--- config.mk ---
export PLATFORM = sky130hd
export DESIGN_NAME = packet_receiver
export DESIGN_NICKNAME = d
export VERILOG_FILES = /design/src/rtl/packet_receiver.sv
export SDC_FILE = /design/constraint.sdc
export NUM_CORES = 1
export LEC_CHECK = 0
export ABC_AREA = 1
export BUFFER_PORTS_ARGS = -buffer_cell sky130_fd_sc_hd__buf_2
export CAP_MARGIN = 10
export CORE_ASPECT_RATIO = 0.6
export CORE_UTILIZATION = 30
export CTS_CLUSTER_DIAMETER = 120
export DETAILED_ROUTE_END_ITERATION = 12
export MAX_ROUTING_LAYER = met4
export PLACE_DENSITY_LB_ADDON = 0.15
export SYNTH_ARGS = -nofsm -noshare
export SYNTH_HDL_FRONTEND = slang
export SYNTH_SLANG_ARGS = --single-unit
--- constraint.sdc ---
create_clock -name CLK -period 1.75 [get_ports CLK]
set_input_delay 0.2625 -clock CLK [delete_from_list [all_inputs] [get_ports CLK]]
set_output_delay 0.2625 -clock CLK [all_outputs]
set_load 0.01 [all_outputs]
--- src/rtl/packet_receiver.sv ---
// Serial tile-word receiver: synchronizes an external SCLK/SDATA/SCS_N link,
// frames 16-bit words and hands valid ones to the maze mapper.
module packet_receiver #(
  parameter int TIMEOUT_CYCLES = 50000
) (
  input  logic        CLK,
  input  logic        RST_N,
  input  logic        SCLK,
  input  logic        SDATA,
  input  logic        SCS_N,
  output logic [15:0] DATA_OUT,
  output logic        DATA_VAL,
  output logic        FRAME_ERR,
  output logic [7:0]  ERR_COUNT
);

  localparam logic [1:0] IDLE  = 2'd0;
  localparam logic [1:0] SHIFT = 2'd1;
  localparam logic [1:0] CHECK = 2'd2;
  localparam logic [1:0] ABORT = 2'd3;

  localparam int            TW       = $clog2(TIMEOUT_CYCLES + 1);
  localparam logic [TW-1:0] TMO_LAST = TW'(TIMEOUT_CYCLES - 1);

  logic          sclk_meta, sclk_sync, sclk_prev;
  logic          sdata_meta, sdata_sync;
  logic          scs_meta, scs_sync, scs_prev;
  logic [1:0]    sync_fill;
  logic          armed;
  logic [1:0]    state;
  logic [15:0]   shift_reg;
  logic [4:0]    bit_cnt;
  logic [TW-1:0] tmo_cnt;

  logic sclk_rise, scs_fall, scs_rise, frame_ok;

  // NOTE: every register here, including the synchronizers, uses non-blocking
  // assignments so each flop samples the pre-edge value of its neighbour.
  // SCS_N flops reset to the idle (high) level so reset release never looks
  // like a frame start by itself.
  always_ff @(posedge CLK or negedge RST_N) begin
    if (!RST_N) begin
      sclk_meta  <= 1'b0;
      sclk_sync  <= 1'b0;
      sclk_prev  <= 1'b0;
      sdata_meta <= 1'b0;
      sdata_sync <= 1'b0;
      scs_meta   <= 1'b1;
      scs_sync   <= 1'b1;
      scs_prev   <= 1'b1;
    end else begin
      sclk_meta  <= SCLK;
      sclk_sync  <= sclk_meta;
      sclk_prev  <= sclk_sync;
      sdata_meta <= SDATA;
      sdata_sync <= sdata_meta;
      scs_meta   <= SCS_N;
      scs_sync   <= scs_meta;
      scs_prev   <= scs_sync;
    end
  end

  assign sclk_rise = sclk_sync & ~sclk_prev;
  assign scs_fall  = ~scs_sync & scs_prev;
  assign scs_rise  = scs_sync & ~scs_prev;

  // A frame start only counts once SCS_N has been seen high with real pin
  // data (two cycles after reset), so a link already selected at reset is
  // ignored until it deselects and reselects.
  always_ff @(posedge CLK or negedge RST_N) begin
    if (!RST_N) begin
      sync_fill <= 2'b00;
      armed     <= 1'b0;
    end else begin
      sync_fill <= {sync_fill[0], 1'b1};
      if (sync_fill[1] && scs_sync) armed <= 1'b1;
    end
  end

  // y is two bits wide and therefore always within 0..3.
  assign frame_ok = (bit_cnt == 5'd16) && (shift_reg[15:13] <= 3'd4);

  always_ff @(posedge CLK or negedge RST_N) begin
    if (!RST_N) begin
      state     <= IDLE;
      shift_reg <= '0;
      bit_cnt   <= '0;
      tmo_cnt   <= '0;
      DATA_OUT  <= '0;
      DATA_VAL  <= 1'b0;
      FRAME_ERR <= 1'b0;
      ERR_COUNT <= '0;
    end else begin
      DATA_VAL  <= 1'b0;
      FRAME_ERR <= 1'b0;
      case (state)
        IDLE: begin
          if (scs_fall && armed) begin
            state     <= SHIFT;
            shift_reg <= '0;
            bit_cnt   <= '0;
            tmo_cnt   <= '0;
          end
        end
        SHIFT: begin
          // Deselect wins over a coincident clock edge; that bit is dropped.
          if (scs_rise) begin
            state <= CHECK;
          end else if (sclk_rise) begin
            shift_reg <= {shift_reg[14:0], sdata_sync};
            if (bit_cnt != 5'd31) bit_cnt <= bit_cnt + 5'd1;
            tmo_cnt <= '0;
          end else if (tmo_cnt == TMO_LAST) begin
            state     <= ABORT;
            FRAME_ERR <= 1'b1;
            if (ERR_COUNT != 8'hFF) ERR_COUNT <= ERR_COUNT + 8'd1;
          end else begin
            tmo_cnt <= tmo_cnt + 1'b1;
          end
        end
        CHECK: begin
          state <= IDLE;
          if (frame_ok) begin
            DATA_OUT <= shift_reg;
            DATA_VAL <= 1'b1;
          end else begin
            FRAME_ERR <= 1'b1;
            if (ERR_COUNT != 8'hFF) ERR_COUNT <= ERR_COUNT + 8'd1;
          end
        end
        default: begin
          // ABORT: already reported; wait out the rest of the frame silently.
          if (scs_sync) state <= IDLE;
        end
      endcase
    end
  end

endmodule

==> impl.org <==
** Cells and area
- In the final layout, the multi-input gates occupy 1720 um^2.
- The finished cells cover around 4700 um^2.
- Antenna diode instance count :: 0
- The area growth from synthesis to layout is 22.3%.
- Layout cell share with drive strength beyond 1 :: between 20% and 30%
- For this run, the post-layout net count is between 400 and 500.
- Sequential cell area :: ~1900 um^2
- Counting the fill cells in the layout gives around 1200.

** Clock network
- Clock sink total :: 76
- The H-tree generated during clock tree synthesis spans 3 levels.
- Maximum root-to-sink buffer count :: 2
- Clock root buffer :: clkbuf_16
- The clock reaches the later pin of the worst-skew pair after between 0.3 and 0.4 ns.
- In this run, CTS created clock tree buffers numbering 9.
- Reg clk slew, reported paths :: roughly 0.06 ns
- TritonCTS clock tree :: done

** Placed design
- During placement, the flow inserted port buffers numbering 30.
- Final Wtd Congestion :: roughly 0.79
- Final HPWL DP :: roughly 5.7 mm
- Summing all placed instances gives a cell area of roughly 4200 um^2.
- Timing analysis after detailed placement gives a worst setup slack of -0.0231 ns.

** Timing
- For this run, the top clock speed supported by timing is slightly below 0.6 GHz.
- Across the routed clock network, the largest skew measured is between 0.004 and 0.005 ns.
- Fin. Hold Viols :: 0
- The number of max-slew violations in the final report was 0.
- The smallest clock period supported by the final layout is computed as 1.68 ns.
- Across all setup checks in the final design, the least slack found is 0.0655 ns.
- Period utilisation layout :: 96.3%
- Setup violations remaining at the end of the flow were counted as 0.

** Setup path
- Data on the critical path arrives at its endpoint at between 1.5 and 2 ns.
- Element type at the critical path end :: flip-flop
- The largest single stage delay on the critical path is roughly 0.40 ns.
- Sequence of cells on the critical path :: inv_1 > ha_1 > nand2_1 > nand2_4 > inv_2 > nand4_4 > buf_12 > o21ai_2
- By startpoint and endpoint, the worst setup path is classified as flip-flop to flip-flop.
- Maximum fanout along the worst path :: 10
- Crit path max-delay cell type :: dfrtp_1
- Counting both buffers and inverters, the worst setup path holds a total of 3.
- Largest delay share family, worst path :: buffers and inverters
- Kind of start point of the critical path :: flip-flop
- Worst endpoint required time :: about 2 ns

** GRT
- First-pass GRT wire length :: between 10 and 15 mm
- Overall track demand over capacity in global routing :: 14.5%
- Antenna violations before repair :: 0
- GRT overflow :: 0
- Number of global-route vias before repair :: 2643
- Entering global routing, the biggest net connects 64 pins.

** Yosys
- Summing every instance area after synthesis gives between 3000 and 4000 um^2.
- In this run the biggest area consumer among cell types represents between 40% and 50% of the synthesized area.
- After technology mapping, the gate count stands at ~420.
- The number of nets handed over by synthesis was between 400 and 500.
- For this run, asynchronously set or reset flops after synthesis account for 100%.
- Top post-synthesis cells by area :: dfrtp_1 48%, nand2_1 11%, nand3_1 4.3%
- Library cell with the largest summed area after synthesis :: dfrtp_1
- Leading cell types by count after synthesis :: 115 x nand2_1, 73 x dfrtp_1, 33 x nand3_1
- Unique masters post-synth :: 41
- The Yosys step of the flow raised 0 warnings.
- Sequential fraction of the synthesis area :: 49.9%
- Dominant register cell in the synthesized netlist :: dfrtp_1
- Averaged over all synthesized cells, the footprint is roughly 9 um^2.
- After synthesis the netlist holds a flip-flop and latch count of 76.
- Yosys mapped a number of flops with a built-in enable equal to 0.
- The most common cell in the synthesized netlist is nand2_1.

** Floorplan
- From bottom edge to top edge, the die measures just under 90 um.
- Initial Util :: 31.3%
- In this run the core area contains 31 standard-cell rows.
- Core region area :: approximately 12000 um^2
- DIE AREA :: around 13000 um^2
- The die is 148 um wide.
- Top-level port count :: 31

** Route
- After detailed routing, the number of remaining DRC violations is 0.
- Overall via count from detail_route :: approximately 2900
- Iteration-0 DRC Markers :: 92
- After detailed routing, the average wire length per cell comes to 13.0 um.
- After detailed routing, the total wire length is between 8 and 9 mm.
- TritonRoute pass-1 iters :: 4
- Using the TritonRoute via totals, the vias-per-cell ratio works out to ~4.4.
- The detail route stage leaves a number of antenna-violating nets equal to 0.

** Pwr
- For this design the static power due to leakage is between 2 and 2.5 nW.
- Power per cell area :: 1340 nW/um^2
- The worst-case IR drop observed on VDD is 0.000623 V.

** Hold path
- Min-Delay Path Class :: primary input to flip-flop

** Flow run
- Across the run, the number of max-cap violations was 0.

** Status
- Status :: complete, no violations
==> logic make-up (layout without fill, tap and decap cells) <==
family / count (synthesis) / count (layout) / share of synthesized area [%]
XOR/XNOR: 16 / 16 / 3.67
AO/OA/AOI/OAI: 53 / 53 / 9.01
flip-flops: 76 / 76 / 49.9
other: 1 / 1 / 0.0982
buffers and inverters: 48 / 104 / 5.77
AND/OR/NAND/NOR: 222 / 223 / 29.0
adder cells (fa/ha/maj): 8 / 8 / 2.62
==> worst paths after layout <==
path | cells past startpoint | endpoint | from | slack, ns
max | 8 | tmo_cnt[12] | state[0] | 0.07
min | 1 | scs_meta | SCS_N | 0.03
max reg2reg | 8 | tmo_cnt[12] | state[0] | 0.07
min reg2reg | 0 | sync_fill[1] | sync_fill[0] | 0.35
max in group asynchronous | 3 | scs_meta | RST_N | 0.75
min in group asynchronous | 2 | FRAME_ERR | RST_N | 0.34
==> metal layers <==
metal | global-route usage (%) | share of wire [%] | up-vias
met2 | 17.7 | 37 | 47
met3 | 3.98 | 3.2 | 4
met4 | 3.94 | 0.30 | 0
met1 | 22.1 | 59 | 1323
met5 | - | 0 | -
li1 | - | - | 1478
==> power breakdown <==
group          internal, W  total, W  switching [W]
registers          0.00190   0.00201       0.000108
logic             0.000805   0.00216        0.00135
clock network      0.00133   0.00208       0.000750
total              0.00404   0.00624        0.00221
==> area by class of cell <==
cell class | count | area share [%]
Multi-Input combinational cell | 301 | 36.8
Clock buffer | 11 | 5.41
Clock inverter | 5 | 1.77
Inverter | 38 | 3.11
Tap cell | 165 | 4.42
Timing Repair Buffer | 50 | 7.69
Sequential cell | 76 | 40.8
==> through the flow <==
step | std cells | hold WS [ns] | power [W] | TNS, ns | utilization, %
finish | 646 | 0.0288 | 0.00624 | 0 | 38.2
CTS | 643 | 0.0130 | 0.00622 | 0 | 37.9
global route | 646 | 0.0108 | 0.00661 | -0.0731 | 38.2
floorplan | 424 | -0.0331 | 0.00339 | 0 | -
global placement | 622 | 0.127 | 0.00385 | 0 | 34.7
detailed placement | 622 | 0.131 | 0.00386 | -0.0462 | 34.7
==> timing repair <==
action	CTS	global route
cloned	1	0
resized for setup	1	4
endpoints found under the setup margin	8	19
hold buffers	1	0
pin swaps	1	1
endpoints found under the hold margin	13	0
buffers inserted	3	3
==> cells in the final DEF (no fill, tap or decap), types with 13 or more instances in the layout <==
master	netlist	layout
nand2_1	115	115
buf_4	1	15
dfrtp_1	73	73
o21ai_0	20	19
nor2_1	29	28
o21ai_1	12	13
buf_2	2	29
nand3_1	33	33
o21ai_2	14	14
inv_1	29	29
(Power assumes the default switching activity.)
